## src/rtl/led_pattern_ctrl.sv

```systemverilog
// LED bank sequencer for the ULX3S. Four pattern generators (binary counter,
// scanner, blink, button mirror) share the LED bank. Debounced btn[3]/btn[4]
// step the pattern forward/backward and debounced btn[2] freezes advance.
//
// Ports:
//   i_clk    system clock (clk_25mhz)
//   i_rst_n  asynchronous active-low reset
//   i_btn    raw buttons, asynchronous, active-high
//   o_led    registered LED drive
//   o_mode   current pattern: 0 BINARY, 1 SCAN, 2 BLINK, 3 MIRROR
//   o_tick   one-cycle pulse every TICK_DIV cycles
module led_pattern_ctrl #(
  parameter int unsigned DEBOUNCE_CYCLES = 250000,
  parameter int unsigned TICK_DIV        = 3125000
) (
  input  logic       i_clk,
  input  logic       i_rst_n,
  input  logic [6:0] i_btn,
  output logic [7:0] o_led,
  output logic [1:0] o_mode,
  output logic       o_tick
);

  localparam int unsigned DbW   = ($clog2(DEBOUNCE_CYCLES) > 0) ? $clog2(DEBOUNCE_CYCLES) : 1;
  localparam int unsigned TickW = ($clog2(TICK_DIV) > 0) ? $clog2(TICK_DIV) : 1;
  localparam logic [DbW-1:0]   DbMax   = DbW'(DEBOUNCE_CYCLES - 1);
  localparam logic [TickW-1:0] TickMax = TickW'(TICK_DIV - 1);

  typedef enum logic [1:0] {
    ModeBinary = 2'd0,
    ModeScan   = 2'd1,
    ModeBlink  = 2'd2,
    ModeMirror = 2'd3
  } mode_e;

  // Debounced button indices.
  localparam int unsigned BtnFreeze = 0;
  localparam int unsigned BtnNext   = 1;
  localparam int unsigned BtnPrev   = 2;

  // 2-FF synchronizer for every raw button.
  logic [6:0] btn_meta_q, btn_sync_q;

  // Debouncers
  logic [2:0]          db_in;
  logic [2:0]          db_q, db_d;
  logic [2:0]          db_prev_q;
  logic [2:0][DbW-1:0] db_cnt_q, db_cnt_d;
  logic [2:0]          press_q, press_d;

  // Tick generator
  logic [TickW-1:0] tick_cnt_q, tick_cnt_d;
  logic             tick_q, tick_d;

  // Mode FSM and pattern state
  mode_e      mode_q, mode_d;
  logic [7:0] count_q, count_d;
  logic [2:0] pos_q, pos_d;
  logic       dir_q, dir_d;  // 0 = up, 1 = down
  logic       phase_q, phase_d;
  logic [7:0] led_q, led_d;

  logic mode_chg;
  logic frozen;

  assign db_in = {btn_sync_q[4], btn_sync_q[3], btn_sync_q[2]};

  always_comb begin
    db_d     = db_q;
    db_cnt_d = '0;
    for (int i = 0; i < 3; i++) begin
      // Counter only runs while the synced level disagrees with the debounced one.
      if (db_in[i] != db_q[i]) begin
        if (db_cnt_q[i] == DbMax) begin
          db_d[i] = db_in[i];
        end else begin
          db_cnt_d[i] = db_cnt_q[i] + DbW'(1);
        end
      end
    end
  end

  // Rising edge of the debounced level only; releases produce nothing.
  assign press_d = db_q & ~db_prev_q;

  always_comb begin
    tick_d     = 1'b0;
    tick_cnt_d = tick_cnt_q + TickW'(1);
    if (tick_cnt_q == TickMax) begin
      tick_d     = 1'b1;
      tick_cnt_d = '0;
    end
  end

  // next and prev pulsing together cancel out.
  assign mode_chg = press_q[BtnNext] ^ press_q[BtnPrev];
  assign frozen   = db_q[BtnFreeze];

  always_comb begin
    mode_d  = mode_q;
    count_d = count_q;
    pos_d   = pos_q;
    dir_d   = dir_q;
    phase_d = phase_q;

    if (mode_chg) begin
      if (press_q[BtnNext]) begin
        mode_d = mode_e'(mode_q + 2'd1);
      end else begin
        mode_d = mode_e'(mode_q - 2'd1);
      end
      // A mode change wins over a coincident tick: state restarts cleanly.
      count_d = '0;
      pos_d   = '0;
      dir_d   = 1'b0;
      phase_d = 1'b0;
    end else if (tick_q && !frozen) begin
      unique case (mode_q)
        ModeBinary: count_d = count_q + 8'd1;
        ModeScan: begin
          if (!dir_q) begin
            pos_d = pos_q + 3'd1;
            if (pos_q == 3'd6) dir_d = 1'b1;
          end else begin
            pos_d = pos_q - 3'd1;
            if (pos_q == 3'd1) dir_d = 1'b0;
          end
        end
        ModeBlink, ModeMirror: phase_d = ~phase_q;
        default: ;
      endcase
    end
  end

  always_comb begin
    led_d = '0;
    unique case (mode_q)
      ModeBinary: led_d = count_q;
      ModeScan:   led_d = 8'h01 << pos_q;
      ModeBlink:  led_d = phase_q ? 8'hFF : 8'h00;
      ModeMirror: led_d = {phase_q, btn_sync_q};
      default:    led_d = '0;
    endcase
  end

  always_ff @(posedge i_clk or negedge i_rst_n) begin
    if (!i_rst_n) begin
      btn_meta_q <= '0;
      btn_sync_q <= '0;
      db_q       <= '0;
      db_prev_q  <= '0;
      db_cnt_q   <= '0;
      press_q    <= '0;
      tick_cnt_q <= '0;
      tick_q     <= 1'b0;
      mode_q     <= ModeBinary;
      count_q    <= '0;
      pos_q      <= '0;
      dir_q      <= 1'b0;
      phase_q    <= 1'b0;
      led_q      <= '0;
    end else begin
      btn_meta_q <= i_btn;
      btn_sync_q <= btn_meta_q;
      db_q       <= db_d;
      db_prev_q  <= db_q;
      db_cnt_q   <= db_cnt_d;
      press_q    <= press_d;
      tick_cnt_q <= tick_cnt_d;
      tick_q     <= tick_d;
      mode_q     <= mode_d;
      count_q    <= count_d;
      pos_q      <= pos_d;
      dir_q      <= dir_d;
      phase_q    <= phase_d;
      led_q      <= led_d;
    end
  end

  assign o_led  = led_q;
  assign o_mode = mode_q;
  assign o_tick = tick_q;

endmodule

```

## config.mk

```make
export PLATFORM = sky130hd
export DESIGN_NAME = led_pattern_ctrl
export DESIGN_NICKNAME = d
export VERILOG_FILES = /design/src/rtl/led_pattern_ctrl.sv
export SDC_FILE = /design/constraint.sdc
export NUM_CORES = 1
export LEC_CHECK = 0
export CORE_MARGIN = 4
export CORE_UTILIZATION = 61
export CTS_BUF_LIST = sky130_fd_sc_hd__clkbuf_16
export DETAILED_ROUTE_END_ITERATION = 8
export PLACE_DENSITY = 0.8
export SLEW_MARGIN = 5
export SYNTH_ARGS = -nofsm -noshare
export SYNTH_HDL_FRONTEND = slang
export SYNTH_SLANG_ARGS = --single-unit
```

## constraint.sdc

```tcl
create_clock -name i_clk -period 3 [get_ports i_clk]
set_clock_uncertainty 0.2 [all_clocks]
set_input_delay 0.45 -clock i_clk [delete_from_list [all_inputs] [get_ports i_clk]]
set_output_delay 0.45 -clock i_clk [all_outputs]
set_load 0.1 [all_outputs]
```

== Word-level counts from Yosys, hierarchy flattened ==
Index checks and enable logic that the tools add are counted.
Cells by class
  reductions and logical operators: 14
  mux-type cells: 27
  shift operators: 1
  equality and inequality tests: 12
  bitwise operators: 4
  add/sub/neg operators: 9
Operator list (number)
  two-way mux 18 bit: 6
  adder 18 x 1 -> 18 bit (second input constant): 3
  == test 18 bit (second input constant): 3
  two-way mux 8 bit: 4
  one-hot mux 8 bit (4 select lines): 1
  adder 22 x 1 -> 22 bit (second input constant): 1
  == test 22 bit (second input constant): 1
  two-way mux 22 bit: 1
  two-way mux 3 bit: 4
  AND reduction 2 bit: 6
  two-way mux 1 bit: 10
  adder 8 x 1 -> 8 bit (second input constant): 1
  nonzero test 2 bit: 4
  << shifter 1 x 3 -> 8 bit (first input constant): 1
  == test 2 bit (second input constant): 2
  adder 3 x 1 -> 3 bit (second input constant): 1
  AND 3 bit: 1
  == test 3 x 1 -> 1 bit (second input constant): 1
  == test 3 bit (second input constant): 1
  inequality test 1 bit: 3
  NOT 3 bit: 1
  subtractor 3 x 1 -> 3 bit (second input constant): 1
  adder 2 x 1 -> 2 bit (second input constant): 1
  == test 2 x 1 -> 1 bit (second input constant): 1
  8 further kinds: 8
Word-level totals
  word-level logic and storage cells: 85
  flip-flop bits (word level): 123
  output and inout bits: 11
  input port bits: 9

== Logic depth before layout (Yosys ltp) ==
Gate-level depths: netlist (run 1).
  depth in word-level cells: 6
  depth in mapped cells: 7
  mapped depth without buffers: 6

== Least setup slack after synthesis (run 1) ==
OpenSTA, ideal clock, no wires.
  kind: flip-flop to flip-flop
  from: register mode_q[0], in the netlist o_mode[0]
  to: register led_q[0], in the netlist o_led[0]
  setup time: 0.125 ns
  period minus slack after synthesis: 2.555 ns
  data arrival time: 2.231 ns
  path buffers: 1
  required time: 2.675 ns
  setup slack: 0.445 ns
  stages on the path, launching flop included: 7
  cell sequence: dfrtp_1 inv_1 ha_1 and2_1 clkbuf_1 a221o_1 mux2_2
On the way
  longest elaborated chain between the ends: 2
  elaborated cells on any way between the ends: 5
  classes of those cells: 3 x eq/ne; 1 x mux; 1 x reduce/logical
RTL lines
  from (decl): line 56  | mode_e mode_q, mode_d;
  from (signal assigned): line 156  | mode_q <= ModeBinary;
  from (signal assigned): line 171  | mode_q <= mode_d;
  == test 2 bit (tied with other cells): line 137  | unique case (mode_q)
  one-hot mux 8 bit (4 select lines) (*): line 137
  via led_d[0]: line 61  | logic [7:0] led_q, led_d;
  to (signal assigned): line 176  | led_q <= led_d;
  to (decl): line 61
The timed path passes the listed nets; every way through them passes the cells marked *.
A chain may end at the register's enable or synchronous reset.

== Worst setup path in the final report (run 1) ==
  from: register tick_cnt_q[0]
  to: register tick_cnt_q[18]
On the way
  longest elaborated chain between the ends: 2
  elaborated cells on any way between the ends: 3
  classes of those cells: 1 x add/sub; 1 x eq/ne; 1 x mux
RTL lines
  from (decl): line 52  | logic [TickW-1:0] tick_cnt_q, tick_cnt_d;
  from (signal assigned): line 169  | tick_cnt_q <= tick_cnt_d;
  adder 22 x 1 -> 22 bit or == test 22 bit (tied branches): line 88, 89
  two-way mux 22 bit (*): line 89  | if (tick_cnt_q == TickMax) begin
  via tick_cnt_d[18]: line 52
Marks and branches as above.

==> metrics.log, run 1 <==
[metrics] post-layout total power: 3.76 mW
[metrics] static power due to leakage: 2.89 nW
[metrics] area of the die: 11000 um^2
[metrics] detailed placement HPWL: 7.26 mm
[metrics] die outline height: 105 um
[metrics] slowest stage cell on the critical path: or4_1
[metrics] post-route setup TNS: 0 ns
[metrics] number of standard cells after synthesis: 536
[metrics] global placer's final weighted congestion: 0.887
[metrics] level count of the clock H-tree: 4
[metrics] number of input and output port buffers inserted: 19
[metrics] first-pass GRT wire length: 19.5 mm
[metrics] fin nets: 592
[metrics] hold wc startpoint: btn_meta_q[3]
[metrics] area of the mapped netlist: 5710 um^2
[metrics] share of Yosys cell area claimed by the top area cell type: 53.0%
[metrics] Layout area overhead: 15.5%
[metrics] Worst-Skew Late Latency: 0.41 ns
[metrics] proportion of register bits with asynchronous set or reset after synthesis: 100%
[metrics] number of design rule violations left after detail routing: 0
[metrics] cells traversed along the worst timing path: ha_1, nand4_1, or4_1, or3_1, a21oi_1
[metrics] number of pins exceeding their max-slew limit in the final report: 0
[metrics] sequential-to-total area share from yosys stat: 53.0%
[metrics] flip-flop and latch count after synthesis: 121
[metrics] ys flop type: dfrtp_1
[metrics] share of the core filled with cells in the final layout: 71.8%
[metrics] total number of clock tree sinks: 121
[metrics] top-level I/O count: 20
[metrics] Final Setup Violations: 0
[metrics] required time worst endpoint: 3.14 ns
[metrics] reg2reg end: tick_cnt_q[18]
[metrics] RSZ-0062 raised after global routing: no
[metrics] Filler cells: 627
[metrics] maximum clock frequency: 450 MHz
[metrics] Via density: 6.00
[metrics] crit path DAT: 2.36 ns
[metrics] number of post-CTS setup repair buffers: 0
[metrics] instance area after placement: 6010 um^2
[metrics] overall via count from detail_route: 4139
[metrics] final hold viol count: 0
[metrics] DRT Pass-1 Iters: 7
[metrics] Routed Antenna Nets: 0
[metrics] number of buffers inserted during clock tree synthesis: 17
[metrics] peak per-stage delay on the critical path: 0.55 ns
[metrics] nature of the critical path endpoint: flop
[metrics] Post-Syn Area per Cell: 10.7 um^2
[metrics] initial cell density of the core: 62.1%
[metrics] critical path peak fanout: 7
[metrics] Ant. Diodes: 0
[metrics] detail-routed net length per standard cell: 16.1 um
[metrics] final worst path period need: 2.22 ns
[metrics] reg-to-reg startpoint: tick_cnt_q[0]
[metrics] TritonCTS clock tree: yes
[metrics] startpoint class of the critical path: flop
[metrics] CP startpoint: tick_cnt_q[0]
[metrics] VDD IR max: 0.000495 V
[metrics] largest net degree at the start of global routing: 53
[metrics] Rel. slew slack: 62.6%
[metrics] flop-to-flop setup slack: 0.78 ns
[metrics] number of rows in the core area: 35
[metrics] total global-route track usage: 22.1%
[metrics] via count of the first global-routing pass: 4211
[metrics] fraction of the cycle the final worst path needs: 74.1%
[metrics] top cell type by total area after synthesis: dfrtp_1
[metrics] Tightest Pin Transition: 0.561 ns
[metrics] Max-Cap Viols: 0
[metrics] x dimension of the die: 105 um
[metrics] outcome: complete, no violations
[metrics] Resized Gates After CTS: 0
[metrics] gr ovfl total: 0
[metrics] post-synthesis cell type count: 45
[metrics] Hold Path Sink: btn_sync_q[3]
[metrics] critical path class: flop to flop
[metrics] fraction of final layout cells with drive strength greater than 1: 11.9%
[metrics] post-route standard cell area excluding fillers: 6600 um^2
[metrics] Root Buffer Master: clkbuf_16
[metrics] deepest clock path buffer count: 2
[metrics] WHS Path Cells: 0
[metrics] count of routing violations after the opening detailed-route iteration: 250
[metrics] min-delay worst type: flop to flop
[metrics] cells taking the most area after synthesis: dfrtp_1, xnor2_1, nor2_1
[metrics] PD cells: 570 nW/um^2
[metrics] post-synth net total: 562
[metrics] register clock-pin slew on the reported worst setup and hold paths: 0.06 ns
[metrics] antenna violations before repair: 0
[metrics] Synth warnings: 0
[metrics] Core Area: 9200 um^2
[metrics] number of synthesized flops with an enable pin: 0
[metrics] final WL: 11.1 mm
[metrics] R2R cell count: 5
layer usage:
| metal | global-route usage (%) | vias up | share of wire (%) |
|---|---|---|---|
| met4 | 11.2 | 0 | 2.5 |
| met1 | 27.1 | 2042 | 42 |
| li1 | - | 1954 | - |
| met2 | 36.2 | 112 | 51 |
| met3 | 5.81 | 31 | 4.4 |
| met5 | 0 | - | 0 |
worst max-delay path: cells and delay by family (launching register included):
kind	cells	cell delay [ns]
AO/OA/AOI/OAI	1	0.14
adder cells (fa/ha/maj)	1	0.26
flip-flops	1	0.37
AND/OR/NAND/NOR	3	1.18
layout by cell type (no fill, tap or decap), drive strengths merged, types with 3 or more instances in the layout:
master / n
a21oi: 12
a221o: 7
and3: 3
and4: 7
buf: 19
bufinv: 3
clkbuf: 17
clkdlybuf4s50: 7
clkinv: 8
clkinvlp: 3
dfrtp: 121
ha: 17
inv: 17
mux2: 10
nand2: 29
nand3: 32
nand4: 23
nor2: 78
nor2b: 5
nor3: 12
nor4: 27
o21ai: 10
o31ai: 3
o41ai: 3
or2: 3
or3: 5
or4: 6
xnor2: 44
xor2: 30
synthesized netlist by cell type (2+ instances only):
cell type,number
xnor2_1,44
and2_1,2
buf_4,2
or4_1,5
and4_1,7
nor4bb_1,2
nor4_1,27
nor4b_1,2
xor2_1,30
nor2b_1,5
or2_2,3
o41ai_4,2
a21oi_1,12
nand4_1,20
nand2_1,29
buf_2,2
nand3_1,31
a21o_1,2
nor3_1,12
dfrtp_1,121
nor2_1,78
clkbuf_1,10
o21ai_0,10
or3_1,5
maj3_1,2
and3_1,2
a221o_1,7
nand4_2,3
o31ai_1,3
mux2_2,10
ha_1,17
inv_1,16
power breakdown:
part	internal [mW]	leakage, nW	switching (mW)
logic	0.0295	0.973	0.0538
registers	1.65	1.64	0.0163
clock network	1.29	0.282	0.720
total	2.97	2.89	0.790
logic make-up after synthesis:
logic type	count (synthesis)	synth area share, %
mux	10	1.97
simple gates	239	21.8
xor+xnor	74	11.3
fa+ha+maj	19	4.07
flops	121	53.0
compound gates	41	5.56
buf+inv	32	2.30
final cells by class:
class	count	area (um^2)	share of cell area, %
clock inverter	15	160	2.43
tap	111	139	2.10
multi-input combinational	383	2550	38.7
timing repair buffer	27	235	3.56
clock buffer	17	425	6.44
inverter	16	60.1	0.910
sequential	121	3030	45.9
flip-flops by register name, summed over array words and instances (netlist names):
register	cells
o_tick	1
tick_cnt_q	22
db_cnt_q	54
db_q	3
o_mode	2
btn_meta_q	7
pos_q	3
o_led	8
press_q	2
dir_q	1
db_prev_q	2
btn_sync_q	7
count_q	8
phase_q	1
metrics by stage:
step                      hold slack [ns]  cells  setup WS (ns)
after floorplan                   -0.0456    536          0.445
after global placement              0.134    657          0.879
after detailed placement            0.136    657          0.780
after CTS                           0.148    690          0.769
after global routing                0.158    690          0.606
final                               0.146    690          0.778
worst max path at each step:
stage                      to  slack (ns)  cells past startpoint
2_1_floorplan        o_led[0]        0.44                      6
3_3_place_gp   tick_cnt_q[18]        0.88                      5
3_5_place_dp     db_cnt_q[33]        0.78                      5
4_1_cts          db_cnt_q[33]        0.77                      5
5_1_grt          db_cnt_q[33]        0.61                      5
6_report       tick_cnt_q[18]        0.78                      5
repair_timing:
item,4_1_cts,5_1_grt
endpoints found under the setup margin,0,0
hold buffers,1,0
hold endpoints to repair,41,0
No activity file was read; power rests on OpenSTA's default activity.
==> run 2, diff against run 1 <==
- clock period: 3 -> 2.23 ns (I/O delays scaled with it)
==> run 2 against run 1 <==
  * Final cell count grew 1.3%
  * Hold slack lost 0.0018 ns
  * Sequential power grew 35%
  * Critical path type unchanged
==> metrics.log, run 2 (same netlist as run 1, synthesis figures left out) <==
[metrics] reg2reg end: tick_cnt_q[15]
[metrics] Max-Cap Viols: 0
[metrics] Layout area overhead: 17.0%
[metrics] deepest clock path buffer count: 2
[metrics] gr ovfl total: 0
[metrics] Rel. slew slack: 67.2%
[metrics] most common cell after layout, fill and taps aside: dfrtp_1
[metrics] share of the core filled with cells in the final layout: 72.7%
[metrics] leading cell types in the layout, fill and taps excluded: dfrtp_1, nor2_1, xnor2_1
[metrics] antenna violations before repair: 0
[metrics] post-route setup TNS: 0 ns
[metrics] Final Setup Violations: 0
[metrics] critical path peak fanout: 9
[metrics] VDD IR max: 0.000487 V
[metrics] CP startpoint: tick_cnt_q[5]
[metrics] via count of the first global-routing pass: 4157
[metrics] number of design rule violations left after detail routing: 0
[metrics] Worst-Skew Late Latency: 0.40 ns
[metrics] Core Area: 9200 um^2
[metrics] total number of cells along the worst setup path: 4
[metrics] total global-route track usage: 22.3%
[metrics] startpoint class of the critical path: flop
[metrics] global placer's final weighted congestion: 0.829
[metrics] top-level I/O count: 20
[metrics] number of buffers inserted during clock tree synthesis: 17
[metrics] largest registers: db_cnt_q: 54 flops, tick_cnt_q: 22 flops
[metrics] x dimension of the die: 105 um
[metrics] area of the die: 11000 um^2
[metrics] final hold viol count: 0
[metrics] total area of multi-input combinational cells: 2550 um^2
[metrics] required time worst endpoint: 2.35 ns
[metrics] Biggest register: db_cnt_q
[metrics] flop-to-flop setup slack: 0.15 ns
[metrics] fin nets: 601
[metrics] Ant. Diodes: 0
[metrics] crit path DAT: 2.20 ns
[metrics] detail-routed net length per standard cell: 16.3 um
[metrics] static power due to leakage: 2.94 nW
[metrics] die outline height: 105 um
[metrics] Root Buffer Master: clkbuf_16
[metrics] Worst setup endpoint: tick_cnt_q[15]
[metrics] cells traversed along the worst timing path: nand4_2, or4_1, or3_1, a21oi_1
[metrics] nature of the critical path endpoint: flop
[metrics] Tightest Pin Transition: 0.487 ns
[metrics] fraction of the cycle the final worst path needs: 93.4%
[metrics] PD cells: 756 nW/um^2
[metrics] register clock-pin slew on the reported worst setup and hold paths: 0.06 ns
[metrics] slowest stage cell on the critical path: or4_1
[metrics] number of input and output port buffers inserted: 19
[metrics] DRT Pass-1 Iters: 4
[metrics] initial cell density of the core: 62.1%
[metrics] detailed placement HPWL: 7.31 mm
[metrics] critical path class: flop to flop
[metrics] first-pass GRT wire length: 19.9 mm
[metrics] fraction of final layout cells with drive strength greater than 1: 13.9%
[metrics] peak per-stage delay on the critical path: 0.65 ns
[metrics] final WL: 11.4 mm
[metrics] footprint of the flip-flops and latches: 3030 um^2
[metrics] Routed Antenna Nets: 0
[metrics] number of pins exceeding their max-slew limit in the final report: 0
[metrics] level count of the clock H-tree: 4
[metrics] number of post-CTS setup repair buffers: 0
[metrics] sum of buffers and inverters on the critical path: 0
[metrics] final worst path period need: 2.08 ns
[metrics] overall via count from detail_route: 4115
[metrics] post-layout total power: 5.06 mW
[metrics] RSZ-0062 raised after global routing: no
[metrics] R2R cell count: 4
[metrics] flip-flop count of the largest register after layout: 54
[metrics] reg-to-reg startpoint: tick_cnt_q[5]
[metrics] min-delay worst type: flop to flop
[metrics] TritonCTS clock tree: yes
[metrics] total number of clock tree sinks: 121
[metrics] outcome: complete, no violations
[metrics] Via density: 5.89
[metrics] Filler cells: 586
[metrics] number of rows in the core area: 35
[metrics] count of routing violations after the opening detailed-route iteration: 194
[metrics] largest net degree at the start of global routing: 73
[metrics] family with the most delay on the worst path: simple AND/OR/NAND/NOR gates
[metrics] maximum clock frequency: 480 MHz
[run 2: cell count changes in the layout (fill, tap and decap cells not counted), moves of 2 or more]
cell / previous run / this run
dfrtp_2: 0 / 2
dfrtp_1: 121 / 119
clkinv_1: 3 / 0
buf_4: 18 / 26
clkinv_2: 3 / 5
[run 2: per-layer routing]
metal | wire length [um] | vias up | part of all wire (%) | track usage [%]
met1 | 4920 | 2035 | 43 | 28.1
met4 | 176 | 0 | 1.5 | 7.40
met2 | 5950 | 86 | 52 | 38.5
met5 | 0 | - | 0 | 0
li1 | - | 1973 | - | -
met3 | 349 | 21 | 3.1 | 4.51
[run 2: worst reg2reg max path: cells and delay by family, from the launching register on]
kind            cells  cell delay, ns
compound gates      1            0.18
flops               1            0.44
simple gates        3            1.19
[run 2: worst min path at each step]
stage,start,to,slack (ns),cells past startpoint
3_3_place_gp,btn_meta_q[6],btn_sync_q[6],0.13,0
2_1_floorplan,i_rst_n,btn_meta_q[0],-0.16,0
3_5_place_dp,btn_meta_q[3],btn_sync_q[3],0.13,0
5_1_grt,btn_meta_q[6],btn_sync_q[6],0.15,0
6_report,btn_meta_q[6],btn_sync_q[6],0.14,0
4_1_cts,btn_meta_q[6],btn_sync_q[6],0.14,0
[run 2: timing repair]
action / 4_1_cts / 5_1_grt
gates resized for setup: 0 / 0
hold endpoints to repair: 121 / 0
hold buffers: 1 / 0
[run 2: where the power goes]
group	switching (mW)	total, mW	internal [mW]
Combinational	0.0726	0.117	0.0446
Clock	0.958	2.69	1.74
Sequential	0.0227	2.25	2.22
Total	1.05	5.06	4.00
[run 2: through the flow]
step | std cells | instance area, um^2 | hold slack, ns | setup WS [ns]
2_1_floorplan | 536 | 5720 | -0.161 | 0.0119
3_3_place_gp | 666 | 6090 | 0.134 | 0.213
3_5_place_dp | 666 | 6090 | 0.135 | 0.175
4_1_cts | 699 | 6690 | 0.144 | 0.146
5_1_grt | 699 | 6690 | 0.147 | 0.0167
6_report | 699 | 6690 | 0.145 | 0.147
[run 2: layout make-up]
cell class	instances	share of cell area [%]
Clock buffer	17	6.36
Clock inverter	15	2.41
Inverter	16	0.898
Multi-Input combinational cell	383	38.2
Sequential cell	121	45.3
Tap cell	111	2.08
Timing Repair Buffer	36	4.72
